[config.mk]
export PLATFORM = sky130hd
export DESIGN_NAME = matrix_slot_scanner
export DESIGN_NICKNAME = d
export VERILOG_FILES = /design/src/rtl/matrix_slot_scanner_pkg.sv /design/src/rtl/matrix_slot_scanner_lfsr16.sv /design/src/rtl/matrix_slot_scanner.sv
export SDC_FILE = /design/constraint.sdc
export NUM_CORES = 1
export LEC_CHECK = 0
export CAP_MARGIN = 10
export CORE_ASPECT_RATIO = 0.6
export CORE_MARGIN = 3
export CORE_UTILIZATION = 45
export DETAILED_ROUTE_END_ITERATION = 6
export GPL_ROUTABILITY_DRIVEN = 0
export PLACE_DENSITY = 0.78
export SYNTH_ARGS = -nofsm -noshare
export SYNTH_HDL_FRONTEND = slang
export SYNTH_SLANG_ARGS = --single-unit
[constraint.sdc]
create_clock -name clk -period 9.6 [get_ports clk]
set_clock_uncertainty 0.2 [all_clocks]
set_input_delay 0.96 -clock clk [delete_from_list [all_inputs] [get_ports clk]]
set_output_delay 0.96 -clock clk [all_outputs]
set_load 0.01 [all_outputs]
[src/rtl/matrix_slot_scanner_pkg.sv]
// Shared types, header field positions and the slot-match rule for the
// matrix slot scanner.
package matrix_slot_scanner_pkg;

  typedef enum logic [1:0] {
    MATCH_EXACT     = 2'd0,
    MATCH_TRANSPOSE = 2'd1,
    MATCH_ANY       = 2'd2
  } match_mode_t;

  typedef enum logic [2:0] {
    ST_IDLE   = 3'd0,
    ST_ADDR   = 3'd1,
    ST_WAIT   = 3'd2,
    ST_CMP    = 3'd3,
    ST_FINISH = 3'd4,
    ST_PICK   = 3'd5
  } scan_state_t;

  localparam int HDR_ROWS_MSB = 31;
  localparam int HDR_ROWS_LSB = 24;
  localparam int HDR_COLS_MSB = 23;
  localparam int HDR_COLS_LSB = 16;

  localparam logic [15:0] LFSR_SEED = 16'hACE1;

  // An empty slot (zero rows or zero cols) never matches, whatever the mode.
  function automatic logic header_matches(input match_mode_t mode,
                                          input logic [7:0]  rows,
                                          input logic [7:0]  cols,
                                          input logic [7:0]  want_rows,
                                          input logic [7:0]  want_cols);
    logic empty;
    logic hit;
    empty = (rows == 8'd0) || (cols == 8'd0);
    case (mode)
      MATCH_EXACT:     hit = (rows == want_rows) && (cols == want_cols);
      MATCH_TRANSPOSE: hit = (rows == want_cols) && (cols == want_rows);
      MATCH_ANY:       hit = 1'b1;
      default:         hit = 1'b0;
    endcase
    return !empty && hit;
  endfunction

endpackage

[src/rtl/matrix_slot_scanner_lfsr16.sv]
// Free-running 16-bit Fibonacci LFSR (taps 16,14,13,11), stepping every cycle.
module lfsr16
  import matrix_slot_scanner_pkg::*;
#(
  parameter logic [15:0] SEED = LFSR_SEED
) (
  input  logic        clk,
  input  logic        rst_n,
  output logic [15:0] value
);

  logic [15:0] lfsr_q;
  logic        feedback_d;

  always_comb begin
    feedback_d = lfsr_q[15] ^ lfsr_q[13] ^ lfsr_q[12] ^ lfsr_q[10];
  end

  always_ff @(posedge clk or negedge rst_n) begin
    if (!rst_n) begin
      lfsr_q <= SEED;
    end else begin
      lfsr_q <= {lfsr_q[14:0], feedback_d};
    end
  end

  assign value = lfsr_q;

endmodule

[src/rtl/matrix_slot_scanner.sv]
// Scans the header word of every matrix slot in BRAM, builds a mask of slots
// matching the requested shape, and hands out random matching slots on request.
module matrix_slot_scanner
  import matrix_slot_scanner_pkg::*;
#(
  parameter int NUM_SLOTS    = 8,
  parameter int BLOCK_SIZE   = 1152,
  parameter int ADDR_WIDTH   = 14,
  parameter int READ_LATENCY = 1,
  parameter int SLOT_W       = $clog2(NUM_SLOTS)
) (
  input  logic                  clk,
  input  logic                  rst_n,
  input  logic                  start,
  input  logic [7:0]            match_rows,
  input  logic [7:0]            match_cols,
  input  match_mode_t           match_mode,
  output logic [ADDR_WIDTH-1:0] bram_addr,
  input  logic [31:0]           bram_data,
  output logic                  busy,
  output logic                  done,
  output logic [NUM_SLOTS-1:0]  valid_mask,
  output logic [SLOT_W:0]       match_count,
  input  logic                  pick_req,
  output logic                  pick_valid,
  output logic [SLOT_W-1:0]     pick_id,
  output logic                  pick_err
);

  scan_state_t           state_q;
  logic [SLOT_W-1:0]     slot_q;
  logic [SLOT_W-1:0]     cursor_q;
  logic [1:0]            wait_q;
  logic [7:0]            rows_q;
  logic [7:0]            cols_q;
  match_mode_t           mode_q;
  logic [NUM_SLOTS-1:0]  valid_mask_q;
  logic [SLOT_W:0]       match_count_q;
  logic [ADDR_WIDTH-1:0] bram_addr_q;
  logic                  busy_q;
  logic                  done_q;
  logic                  pick_valid_q;
  logic                  pick_err_q;
  logic [SLOT_W-1:0]     pick_id_q;

  logic [15:0]           lfsr_value;
  logic [7:0]            hdr_rows_d;
  logic [7:0]            hdr_cols_d;
  logic                  hit_d;
  logic [NUM_SLOTS-1:0]  mask_d;
  logic [SLOT_W:0]       count_d;
  logic [SLOT_W-1:0]     slot_next_d;
  logic [ADDR_WIDTH-1:0] slot_addr_d;
  logic [SLOT_W-1:0]     cursor_start_d;
  logic [SLOT_W-1:0]     cursor_next_d;

  lfsr16 #(
    .SEED(LFSR_SEED)
  ) u_lfsr (
    .clk  (clk),
    .rst_n(rst_n),
    .value(lfsr_value)
  );

  // Header decode, mask/count update for the slot in CMP, and cursor stepping.
  always_comb begin
    hdr_rows_d = bram_data[HDR_ROWS_MSB:HDR_ROWS_LSB];
    hdr_cols_d = bram_data[HDR_COLS_MSB:HDR_COLS_LSB];
    hit_d      = header_matches(mode_q, hdr_rows_d, hdr_cols_d, rows_q, cols_q);
    mask_d         = valid_mask_q;
    mask_d[slot_q] = hit_d;
    count_d = '0;
    for (int i = 0; i < NUM_SLOTS; i++) begin
      count_d = count_d + {{SLOT_W{1'b0}}, mask_d[i]};
    end
    slot_next_d    = slot_q + SLOT_W'(1);
    slot_addr_d    = ADDR_WIDTH'(32'(slot_next_d) * BLOCK_SIZE);
    cursor_start_d = SLOT_W'(lfsr_value % 16'(NUM_SLOTS));
    if (cursor_q == SLOT_W'(NUM_SLOTS - 1)) begin
      cursor_next_d = '0;
    end else begin
      cursor_next_d = cursor_q + SLOT_W'(1);
    end
  end

  // Scan/pick controller; all outputs are registered here.
  always_ff @(posedge clk or negedge rst_n) begin
    if (!rst_n) begin
      state_q       <= ST_IDLE;
      slot_q        <= '0;
      cursor_q      <= '0;
      wait_q        <= 2'd0;
      rows_q        <= 8'd0;
      cols_q        <= 8'd0;
      mode_q        <= MATCH_EXACT;
      valid_mask_q  <= '0;
      match_count_q <= '0;
      bram_addr_q   <= '0;
      busy_q        <= 1'b0;
      done_q        <= 1'b0;
      pick_valid_q  <= 1'b0;
      pick_err_q    <= 1'b0;
      pick_id_q     <= '0;
    end else begin
      done_q       <= 1'b0;
      pick_valid_q <= 1'b0;
      pick_err_q   <= 1'b0;
      case (state_q)
        ST_IDLE: begin
          // start has priority; a simultaneous pick_req is dropped
          if (start) begin
            rows_q        <= match_rows;
            cols_q        <= match_cols;
            mode_q        <= match_mode;
            valid_mask_q  <= '0;
            match_count_q <= '0;
            slot_q        <= '0;
            bram_addr_q   <= '0;
            busy_q        <= 1'b1;
            state_q       <= ST_ADDR;
          end else if (pick_req) begin
            if (valid_mask_q == '0) begin
              pick_err_q <= 1'b1;
            end else begin
              cursor_q <= cursor_start_d;
              busy_q   <= 1'b1;
              state_q  <= ST_PICK;
            end
          end
        end
        ST_ADDR: begin
          if (READ_LATENCY > 1) begin
            wait_q  <= 2'(READ_LATENCY - 2);
            state_q <= ST_WAIT;
          end else begin
            bram_addr_q <= '0;
            state_q     <= ST_CMP;
          end
        end
        ST_WAIT: begin
          if (wait_q == 2'd0) begin
            bram_addr_q <= '0;
            state_q     <= ST_CMP;
          end else begin
            wait_q <= wait_q - 2'd1;
          end
        end
        ST_CMP: begin
          valid_mask_q <= mask_d;
          if (slot_q == SLOT_W'(NUM_SLOTS - 1)) begin
            match_count_q <= count_d;
            done_q        <= 1'b1;
            state_q       <= ST_FINISH;
          end else begin
            slot_q      <= slot_next_d;
            bram_addr_q <= slot_addr_d;
            state_q     <= ST_ADDR;
          end
        end
        ST_FINISH: begin
          busy_q  <= 1'b0;
          state_q <= ST_IDLE;
        end
        ST_PICK: begin
          if (valid_mask_q[cursor_q]) begin
            pick_id_q    <= cursor_q;
            pick_valid_q <= 1'b1;
            busy_q       <= 1'b0;
            state_q      <= ST_IDLE;
          end else begin
            cursor_q <= cursor_next_d;
          end
        end
        default: begin
          bram_addr_q <= '0;
          busy_q      <= 1'b0;
          state_q     <= ST_IDLE;
        end
      endcase
    end
  end

  assign bram_addr   = bram_addr_q;
  assign busy        = busy_q;
  assign done        = done_q;
  assign valid_mask  = valid_mask_q;
  assign match_count = match_count_q;
  assign pick_valid  = pick_valid_q;
  assign pick_id     = pick_id_q;
  assign pick_err    = pick_err_q;

endmodule

* Yosys cells after proc, flatten, opt, wreduce, memory -nomap -nowiden *
Cells that the tools add are included.
W data, S select, Z words.

operators by class
  muxes and demuxes = 44
  bitwise gates (word level) = 6
  equality and inequality tests = 24
  multipliers = 1
  reduce and logical (&&, ||, !) cells = 26
  magnitude comparators = 3
  add/subtract/negate cells = 10

operator list
  kind                   number
  $pmux W14 S4           1
  $mux W14               3
  $mux W3                13
  $eq A8 B8 Y1           4
  $logic_not A8 Y1       3
  $ne A2 B2 Y1 const B   9
  $add A4 B1 Y4          4
  $pmux W8 S2            1
  $pmux W3 S5            1
  $mux W1                14
  $eq A3 B3 Y1 const B   4
  $pmux W3 S2            2
  $reduce_and A4 Y1      3
  $bwmux W8              1
  $lt A3 B4 Y1 const B   2
  $mux W4                2
  $mux W8                1
  $pmux W4 S2            1
  $reduce_and A2 Y1      4
  $mul A3 B4 Y7 const B  1
  $add A3 B1 Y3 const B  2
  $eq A3 B2 Y1 const B   2
  $ne A3 B3 Y1 const B   2
  $pmux W1 S3            2
  22 further kinds       32

storage, ports and cells
  output and inout bits = 33
  input port bits = 54
  word-level logic and storage cells = 130
  register bits = 78

* Longest topological paths before layout *
  word-level depth = 14
  depth in mapped cells = 15
  gate-level depth less buffers = 14

* By module *
Synthesis repeated with hierarchy kept, for this count alone.

second synthesis, totals
  cells, all modules = 371
  area, all modules = 3632.2 µm²

by module, submodules not included
  module               cells an instance  area each (µm²)  times used  seq. area each (µm²)
  matrix_slot_scanner  352                3195.6           1           1276.2
  lfsr16               19                 436.7            1           410.4

* Worst setup path before layout *
Ideal clock, no wire load.

  kind = input -> register
  start point = in bram_data[18]
  end point = reg match_count_q[2] (netlist: match_count[2])
  required time = 9317 ps
  arrival = 4677 ps
  stages on the path = 15
  setup time = 83 ps
  slack = 4640 ps
  buffers on the path = 1
  cell sequence = xor2_1 > nor4_1 > nand4_1 > o31a_1 > buf_6 > o32a_1 > fa_1 > fa_1 > fa_1 > inv_1 > ha_1 > inv_1 > fa_1 > xor2_1 > o21ai_0

on the way
  word-level cells in the longest chain between the ends = 14
  elaborated cells on any way between the ends = 19
  those cells by class = add/sub (7); eq/ne (2); mux (4); reduce/logical (6)

RTL lines
  element                                          RTL line                                                      source
  start, declared                                  matrix_slot_scanner.sv:19                                     input logic [31:0] bram_data,
  $eq A8 B8 Y1 (tied with other cells)             matrix_slot_scanner_pkg.sv:38                                 MATCH_TRANSPOSE: hit = (rows == want_cols) && (cols == want_rows);
  $logic_and A1 B1 Y1 (tied with other cells)      matrix_slot_scanner_pkg.sv:38
  $pmux W1 S3 or $logic_not A1 Y1 (tied branches)  matrix_slot_scanner_pkg.sv:36, matrix_slot_scanner_pkg.sv:42
  $logic_and A1 B1 Y1 (*)                          matrix_slot_scanner_pkg.sv:42                                 return !empty && hit;
  $bwmux W8 (*)                                    matrix_slot_scanner.sv:71                                     mask_d[slot_q] = hit_d;
  $add A1 B1 Y2                                    matrix_slot_scanner.sv:74                                     count_d = count_d + {{SLOT_W{1'b0}}, mask_d[i]};
  $add A2 B1 Y3                                    matrix_slot_scanner.sv:74
  $add A3 B1 Y4                                    matrix_slot_scanner.sv:74
  $add A4 B1 Y4 (3 in series)                      matrix_slot_scanner.sv:74
  $add A4 B1 Y4 (*)                                matrix_slot_scanner.sv:74
  $mux W4 (*)                                      matrix_slot_scanner.sv:150                                    if (slot_q == SLOT_W'(NUM_SLOTS - 1)) begin
  $pmux W4 S2 (*)                                  matrix_slot_scanner.sv:108                                    case (state_q)
  end signal, assigned                             matrix_slot_scanner.sv:151                                    match_count_q <= count_d;
  end, declared                                    matrix_slot_scanner.sv:38                                     logic [SLOT_W:0] match_count_q;

Every way passes the cells marked *; elsewhere a longest branch is shown, timed or not. The select of a mux whose other input is x is not followed.
A chain may end at the register's enable or synchronous reset.

* Worst setup path after layout *
  start point = in bram_data[25]
  end point = reg match_count_q[2] (netlist: match_count[2])

The elaborated chain is that of the path after synthesis.

==> results by group <==
Power and ir drop
  • Register share of total power: 34.3%
  • Power density cells: 307.8 mW/mm^2
  • Comb pwr share: 39.8%
  • Sw Pwr: 0.5179 mW
  • Maximum vdd drop: 0.1489 mV
  • Clock network power share: 25.9%
  • Internal power component: 0.8747 mW
  • Leak: 1.938 nW
  • Sw frac: 37.19%

Global route
  • Wire length of the first global-routing pass: 13.23 mm
  • GRT Total Usage: 19.23%
  • Largest net degree at the start of global routing: 68
  • Global route total overflow: 0
  • Initial antenna violation count: 0
  • Vias in the first global route: 2682

Worst hold path
  • Worst min path class: register to register
  • Worst hold start: u_lfsr.value[14]$_DFF_PN0_

Clocking
  • CTS HTree Levels: 3
  • Hold_buf cts: 0
  • Post-CTS setup buffer count: 0
  • Worst-case clock buffer depth: 2
  • CTS tree: done
  • Num Clock Sinks: 67
  • Clk pin slew, worst setup/hold paths: 0.06 ns
  • Worst-Skew Late Latency: 0.33 ns
  • CTS root buffer: clkbuf_16
  • Num CTS Buffers: 9
  • Post-CTS resize count: 0

Setup path
  • Required time of the critical path: 9.65 ns
  • Setup crit start kind: primary input
  • Critical path class: primary input to register
  • CP Launch Point: bram_data[25]
  • FF-to-FF Start: cols_q[6]$_DFFE_PN0P_
  • Peak fanout along the critical path: 10
  • CP Capture Type: register
  • WP data arrival: 5.56 ns

Logic synthesis
  • Seq/Total Area, Yosys: 47.70%
  • Top_reg_cell synth: dfrtp_1
  • Async S/R FF share, synth: 100.0%
  • Syn Inst Count: 322
  • #FFs+latches synth: 67
  • Post-synth EDFFs: 0
  • Synthesis Warnings: 0
  • Syn_area_per_cell: 10.98 um^2
  • Netlist Area Pre-Place: 0.003536 mm^2
  • Distinct cell type count after synthesis: 50

Timing
  • Min Tclk post-route: 5.517 ns
  • Final setup fails: 0
  • Fin crit share: 57.46%
  • Final hold violation count: 0
  • RSZ-0062 raised after global routing: false
  • Relative slew slack: 22.83%
  • Setup TNS Final: 0 ns
  • Worst slew pin tran: 1.158 ns
  • Max Fclk: 0.1813 GHz
  • Hold_ws: 0.1496 ns
  • Fin. max-slew vios: 0

Status
  • Outcome: finished clean

Route
  • Total wire length: 7.927 mm
  • DR vias: 2612
  • Post-DRT Antenna Nets: 0
  • Residual DRC: 0
  • Number of vias per cell: 5.331
  • Drt wl/cell: 16.18 um
  • Drt first pass iters: 4
  • Iteration-0 DRC Markers: 299

Floorplan
  • Die area: 0.008992 mm^2
  • Initial Utilization: 47.48%
  • Chip Width: 120.4 um
  • Die height: 74.66 um
  • IO Count: 87
  • Num rows: 24
  • Core area: 0.007447 mm^2

Final layout
  • Most frequent cells in the layout: 61 x clkdlybuf4s50_1, 59 x dfrtp_1, 23 x nand2_1, 20 x xnor2_1
  • Fraction of layout cells with a size suffix above 1: 13.21%
  • Synth-to-Final Area Change: 27.95%
  • Final net count: 447
  • Antenna Cells: 0
  • Final Cell Area: 0.004524 mm^2
  • Layout Cells excl Fill: 490
  • Fin util: 60.75%
  • Most common cell after layout, fill and taps aside: clkdlybuf4s50_1

Placed design
  • IO Port Bufs: 62
  • HPWL after DPL: 5.803 mm
  • Placed Cells: 474
  • Placed inst area: 0.004190 mm^2

Flow run
  • Max_cap viols: 0
path summary, 6_finish.rpt:
kind                                         endpoint  slack, ns  cells past startpoint
hold reg to reg            u_lfsr.value[15]$_DFF_PN1_       0.15                      0
min in group asynchronous        pick_valid$_DFF_PN0_       0.62                      2
setup / recovery           match_count[2]$_DFFE_PN0P_       4.08                     15
hold / removal             u_lfsr.value[15]$_DFF_PN1_       0.15                      0
setup reg to reg           match_count[2]$_DFFE_PN0P_       4.86                     14
max in group asynchronous       rows_q[5]$_DFFE_PN0P_       8.04                      2
logic make-up after synthesis:
group                    count (synthesis)  synth area share (%)
AND/OR/NAND/NOR                         81                 12.00
XOR/XNOR                                38                 9.413
other                                    1                0.1061
buffers and inverters                   42                 5.945
AO/OA/AOI/OAI                           58                 11.82
adder cells (fa/ha/maj)                 12                 5.096
multiplexers                            23                 7.926
flip-flops                              67                 47.70
cells in the mapped netlist, types with 2 or more instances:
master      n  area (um^2)
dfrtp_1    59         1476
nand2_1    23        86.33
xnor2_1    20        175.2
inv_1      19        71.32
nor2_1     19        71.32
mux2_2     18        202.7
xor2_1     18        157.7
buf_4      11        82.58
o21ai_0    10        50.05
dfstp_2     8        210.2
ha_1        8        100.1
nor4_1      8        50.05
a21o_1      7        52.55
clkbuf_1    7        26.28
o21ai_1     7        35.03
o32a_1      7        70.07
a21oi_1     6        30.03
o2111ai_1   6        52.55
nand4_1     5        31.28
nor3_1      5        25.02
nor3b_1     5        37.54
fa_1        4        80.08
a22o_1      3        26.28
buf_2       3        15.01
nand3_1     3        15.01
and3b_1     2        17.52
mux2_1      2        22.52
mux4_2      2        45.04
nor2b_1     2        12.51
o22a_1      2        17.52
o31a_1      2        17.52
o31ai_1     2        15.01
or4_1       2        15.01
worst max-delay path, stage by stage:
cell             delay (ns)
clkdlybuf4s50_1        0.57
xnor2_1                0.14
nand4_1                0.20
nor4_4                 0.52
nor2_1                 0.28
o32a_1                 0.42
fa_1                   0.51
fa_1                   0.52
fa_1                   0.48
inv_1                  0.07
ha_1                   0.16
inv_1                  0.06
fa_1                   0.37
xor2_1                 0.16
o21ai_0                0.14
sequential cells by signal (all words and copies together), names as in the netlist:
| register | cells |
|---|---|
| valid_mask | 8 |
| done | 1 |
| bram_addr | 3 |
| u_lfsr.value | 16 |
| slot_q | 3 |
| wait_q | 2 |
| cols_q | 8 |
| match_count | 4 |
| mode_q | 2 |
| cursor_q | 3 |
| busy | 1 |
| rows_q | 8 |
| state_q | 3 |
| pick_valid | 1 |
| pick_id | 3 |
| pick_err | 1 |
per-layer routing:
layer,global-route usage (%),vias to the layer above,routed length [um]
met1,27.22,1270,3895
li1,-,1240,-
met5,0,-,0
met2,28.20,90,3369
met3,6.306,12,560
met4,6.533,0,102
through the flow:
stage               setup WS [ns]  power (mW)
finish                      4.083       1.393
global route                3.784       1.499
CTS                         4.102       1.401
detailed placement          3.771       1.030
global placement            3.803       1.009
floorplan                   4.640      0.8554
power by group through the flow:
stage / clock [mW] / sequential [mW] / combinational [mW]
finish: 0.361 / 0.477 / 0.554
global route: 0.382 / 0.490 / 0.626
CTS: 0.369 / 0.475 / 0.557
detailed placement: 0 / 0.479 / 0.551
global placement: 0 / 0.473 / 0.536
floorplan: 0 / 0.439 / 0.416
layout make-up:
type                            count  area (um^2)
Fill cell                         644         2923
Sequential cell                    67         1687
Multi-Input combinational cell    220         1672
Timing Repair Buffer               64        630.6
Clock buffer                       10        239.0
Tap cell                          104        130.1
Clock inverter                      6        95.09
Inverter                           19        71.32
No activity file was read; power rests on OpenSTA's default activity.
